$ cat src/rtl/compound_response_compactor_pkg.sv
// compound_bist_pkg: shared FSM state codes, default MISR polynomial and response bit indices
// for the compound-circuit BIST tail.
package compound_bist_pkg;

    typedef logic [1:0] state_t;

    localparam state_t IDLE = 2'd0;
    localparam state_t RUN  = 2'd1;
    localparam state_t DONE = 2'd2;

    localparam logic [15:0] DEFAULT_POLY = 16'h1021;

    localparam int Y1 = 0;
    localparam int Y2 = 1;
    localparam int Y3 = 2;
    localparam int Y4 = 3;
    localparam int Y5 = 4;

endpackage

$ cat src/rtl/compound_response_compactor_misr.sv
// misr: multiple-input signature register folding a 5-bit response vector into a SIG_W-bit
// Galois-style shift register each enabled cycle.
module misr
    import compound_bist_pkg::*;
#(
    parameter int               SIG_W = 16,
    parameter logic [SIG_W-1:0] POLY  = SIG_W'(DEFAULT_POLY)
) (
    input  logic             clk,
    input  logic             rst_n,
    input  logic             clear,
    input  logic             enable,
    input  logic [4:0]       din,
    output logic [SIG_W-1:0] sig
);

    logic [SIG_W-1:0] sig_q, sig_d;

    // clear takes priority so a restart never folds in a vector from the same cycle
    always_comb
        sig_d = clear  ? '0 :
                enable ? ({sig_q[SIG_W-2:0], 1'b0} ^ (sig_q[SIG_W-1] ? POLY : '0) ^ SIG_W'(din)) :
                sig_q;

    always_ff @(posedge clk or negedge rst_n)
        if (!rst_n) sig_q <= '0;
        else        sig_q <= sig_d;

    assign sig = sig_q;

endmodule

$ cat src/rtl/compound_response_compactor.sv
// compound_response_compactor: compacts NUM_VECTORS response vectors into a MISR signature,
// counts ones per output and flags whether the final signature matches the golden value.
module compound_response_compactor
    import compound_bist_pkg::*;
#(
    parameter int               NUM_VECTORS = 64,
    parameter int               SIG_W       = 16,
    parameter logic [SIG_W-1:0] POLY        = SIG_W'(DEFAULT_POLY),
    localparam int              CW          = $clog2(NUM_VECTORS + 1)
) (
    input  logic              clk,
    input  logic              rst_n,
    input  logic              start,
    input  logic [4:0]        y_in,
    input  logic              y_valid,
    input  logic [SIG_W-1:0]  expected_sig,
    output logic              busy,
    output logic              done,
    output logic              pass,
    output logic [SIG_W-1:0]  signature,
    output logic [CW-1:0]     vec_count,
    output logic [5*CW-1:0]   ones_count
);

    state_t              state_q, state_d;
    logic [CW-1:0]       vec_q, vec_d;
    logic [4:0][CW-1:0]  ones_q, ones_d;
    logic [SIG_W-1:0]    exp_q, exp_d, sig_next;
    logic                pass_q, pass_d;
    logic                go, acc, last;

    assign go       = start && state_q != RUN;
    assign acc      = y_valid && state_q == RUN;
    assign last     = acc && vec_q == CW'(NUM_VECTORS - 1);
    // pass must reflect the signature that the final vector produces, not the one before it
    assign sig_next = {signature[SIG_W-2:0], 1'b0} ^ (signature[SIG_W-1] ? POLY : '0) ^ SIG_W'(y_in);

    always_comb begin
        state_d = go ? RUN : last ? DONE : state_q;
        vec_d   = go ? '0 : acc ? vec_q + CW'(1) : vec_q;
        exp_d   = go ? expected_sig : exp_q;
        pass_d  = go ? 1'b0 : last ? sig_next == exp_q : pass_q;
        for (int k = Y1; k <= Y5; k++)
            ones_d[k] = go ? '0 : (acc && y_in[k]) ? ones_q[k] + CW'(1) : ones_q[k];
    end

    always_ff @(posedge clk or negedge rst_n)
        if (!rst_n) begin
            state_q <= IDLE;
            vec_q   <= '0;
            ones_q  <= '0;
            exp_q   <= '0;
            pass_q  <= 1'b0;
        end else begin
            state_q <= state_d;
            vec_q   <= vec_d;
            ones_q  <= ones_d;
            exp_q   <= exp_d;
            pass_q  <= pass_d;
        end

    misr #(.SIG_W(SIG_W), .POLY(POLY)) u_misr (
        .clk    (clk),
        .rst_n  (rst_n),
        .clear  (go),
        .enable (acc),
        .din    (y_in),
        .sig    (signature)
    );

    assign busy       = state_q == RUN;
    assign done       = state_q == DONE;
    assign pass       = pass_q;
    assign vec_count  = vec_q;
    assign ones_count = ones_q;

endmodule

$ cat config.mk
export PLATFORM = sky130hd
export DESIGN_NAME = compound_response_compactor
export DESIGN_NICKNAME = d
export VERILOG_FILES = /design/src/rtl/compound_response_compactor_pkg.sv /design/src/rtl/compound_response_compactor_misr.sv /design/src/rtl/compound_response_compactor.sv
export SDC_FILE = /design/constraint.sdc
export NUM_CORES = 1
export LEC_CHECK = 0
export BUFFER_PORTS_ARGS = -buffer_cell sky130_fd_sc_hd__buf_2
export CORE_UTILIZATION = 35
export CTS_BUF_LIST = sky130_fd_sc_hd__clkbuf_16
export DETAILED_ROUTE_END_ITERATION = 10
export PLACE_DENSITY = 0.53
export SYNTH_ARGS = -nofsm -noshare
export SYNTH_HDL_FRONTEND = slang
export SYNTH_SLANG_ARGS = --single-unit
$ cat constraint.sdc
create_clock -name clk -period 3.5 [get_ports clk]
set_clock_uncertainty 0.15 [all_clocks]
set_input_delay 0.35 -clock clk [delete_from_list [all_inputs] [get_ports clk]]
set_output_delay 0.35 -clock clk [all_outputs]
set_load 0.01 [all_outputs]
==> qor.yml <==
yosys:
  synth_flop_cell: "dfrtp_1"
  post_synth_instance_area_um2: 3610
  yosys-top-cells-area: "dfrtp_1 (53%), xor2_1 (9.5%), nand2_1 (7.7%)"
  synth_seq_cells: 77
  yosysMostFrequentCell: "dfrtp_1"
  synth_warnings: 0
  seq_area_frac_synth_pct: 53.3
  synth_fp_nets: 378
  synth_top_area_share_pct: 53.3
  synth_area_leader_cell: "dfrtp_1"
  synthArstFlopShare_pct: 100
  syn_inst: 347
  synth_edf_count: 0
  ys_types: 34
  netlist_top_cells_count: "dfrtp_1 (77), nand2_1 (74), xor2_1 (39), nor2_1 (24)"
  synth.avg_cell_area_um2: 10.4
detailed_routing:
  post-route-drc-count: 0
  routed_wl_mm: 8.48
  vias_per_cell: 5.03
  ant_nets: 0
  wire_per_inst_um: 15.0
  drt_iter0_drc: 88
  dr.pass1.iters: 4
  vias: 2841
die:
  die_w_um: 104
  die_area_um2: 10700
  die_h_um: 104
  row_count: 36
  initial_utilization_pct: 36.5
  fp.coreArea_um2: 9910
  io_pins: 86
clock_network:
  insertion_delay_ps: 330
  postCtsSetupBuffers: 0
  cts_tree: "built"
  clkTransAtPathRegs_ps: 60
  cts_hold_buf: 0
  cts_buffer_depth: 2
  htree_levels: 3
  clkSinkCount: 77
  cts_root_buf: "clkbuf_16"
  cts_buffers: 9
  cts_resized: 0
placed_design:
  pre_cts_slack_ps: 1220
  gp_congestion: 0.725
  dpl_cell_area_um2: 4130
  io_buffer_count: 85
  hpwl_mm: 5.68
worst_setup_path:
  critical-path-max-stage-delay_ps: 460
  worstPathMaxFanout: 46
  crit_end: "pass$_DFFE_PN0P_"
  crit_slowest_cell: "dfrtp_1"
  cp.required_ps: 3580
  r2r-start: "state_q[1]$_DFFE_PN0P_"
  reg2reg_slack_ps: 1230
  crit_type: "reg2reg"
  r2r-end: "pass$_DFFE_PN0P_"
  arrival_ps: 2350
  path_cells: "nand2b_1 > and2_2 > buf_4 > nor2_1 > o41ai_2"
  path_depth: 5
  crit_buf_inv: 1
  cp-start-kind: "flop"
  crit_start: "state_q[1]$_DFFE_PN0P_"
  worstSetupEndpointType: "flop"
  path_delay_family: "simple AND/OR/NAND/NOR gates"
  worst_r2r_path_depth: 5
global_route:
  grt_max_degree: 78
  gr-total-overflow: 0
  grt_usage_pct: 16.8
  grt_pass1_wl_mm: 14.1
  antenna_found_initial: 0
  grt_pass1_vias: 2765
timing:
  totalNegativeSetupSlack_ps: 0
  slew_headroom_pct: 35.0
  tightest_slew_ps: 975
  max_freq_mhz: 440
  setup_ws_ps: 1230
  fin_crit_sh_pct: 65.0
  final-hold-violation-count: 0
  rsz0062_at_grt: "false"
  maxSlewViolCount: 0
  setup_violations: 0
  fin_crit_ps: 2270
power:
  power.density_nw_per_um2: 851
  power_leakage_uw: 0.00225
  power_uw: 3760
  peakVddDrop_mv: 0.342
run_status:
  run_status: "complete, no violations"
run:
  cap_viol_max_count: 0
min_path:
  hold_path_class: "in2async"
finish:
  fillers: 1002
  finalNetCount: 458
  drive_gt1_share_pct: 26.9
  areaGrowthSynthToFinish_pct: 22.3
  stdcell_area_um2: 4420
  diodes: 0
## cell usage in the layout, fill, tap and decap left out, drive strengths merged, types with 6 or more instances in the layout
master | synthesis | routed
a21oi | 12 | 12
a22o | 17 | 17
buf | 12 | 87
clkbuf | 6 | 9
dfrtp | 77 | 77
ha | 6 | 6
nand2 | 74 | 74
nand3 | 6 | 6
nand4 | 17 | 17
nor2 | 25 | 25
o21ai | 6 | 6
o31ai | 8 | 8
or4 | 8 | 8
xor2 | 39 | 39
## logic make-up after synthesis
group,synth area share (%)
simple gates,19.6
buf+inv,2.84
fa+ha+maj,2.08
mux,1.56
xor+xnor,10.7
compound gates,9.97
flops,53.3
## worst min path at each step
stage | end | slack (ps) | cells after the start
finish | ones_count[32]$_DFFE_PN0P_ | 20 | 1
CTS | exp_q[3]$_DFFE_PN0P_ | 50 | 3
global route | exp_q[12]$_DFFE_PN0P_ | 50 | 3
floorplan | exp_q[0]$_DFFE_PN0P_ | -100 | 0
detailed placement | exp_q[8]$_DFFE_PN0P_ | 330 | 2
global placement | exp_q[10]$_DFFE_PN0P_ | 330 | 2
## stage by stage
step	utilization, %	instances	hold WS (ps)
global route	44.6	565	51.1
global placement	41.7	549	330
CTS	44.6	565	46.9
detailed placement	41.7	549	334
finish	44.6	565	17.4
floorplan	-	347	-95.6
## worst reg2reg max path, delay by kind of cell, from the launching register on
kind            cells  cell delay, ps
compound gates      1             330
buf+inv             1             450
simple gates        3             790
flops               1             460
## sequential cells by signal, summed over array words and instances (netlist names)
| register | cells |
|---|---|
| u_misr.sig | 16 |
| ones_count | 35 |
| state_q | 2 |
| exp_q | 16 |
| pass | 1 |
| vec_count | 7 |
## power by group
| part | internal, uW | switching, uW |
|---|---|---|
| Combinational | 576 | 663 |
| Clock | 548 | 369 |
| Sequential | 1230 | 377 |
## cell type report
cell class / instances / area, um2 / share of cell area [%]
sequential: 77 / 1930 / 43.6
multi-input combinational: 250 / 1590 / 35.9
timing repair buffer: 87 / 443 / 10.0
clock buffer: 9 / 225 / 5.09
tap: 133 / 166 / 3.76
clock inverter: 7 / 66.3 / 1.50
inverter: 2 / 7.51 / 0.170
## routing by layer
layer	routed length [um]	GRT usage (%)	vias to the layer above
met3	386	5.29	6
met4	85	4.35	0
met2	3850	25.7	73
li1	-	-	1370
met1	4160	22.9	1392
met5	0	0	-
No activity file was read; power rests on OpenSTA's default activity.
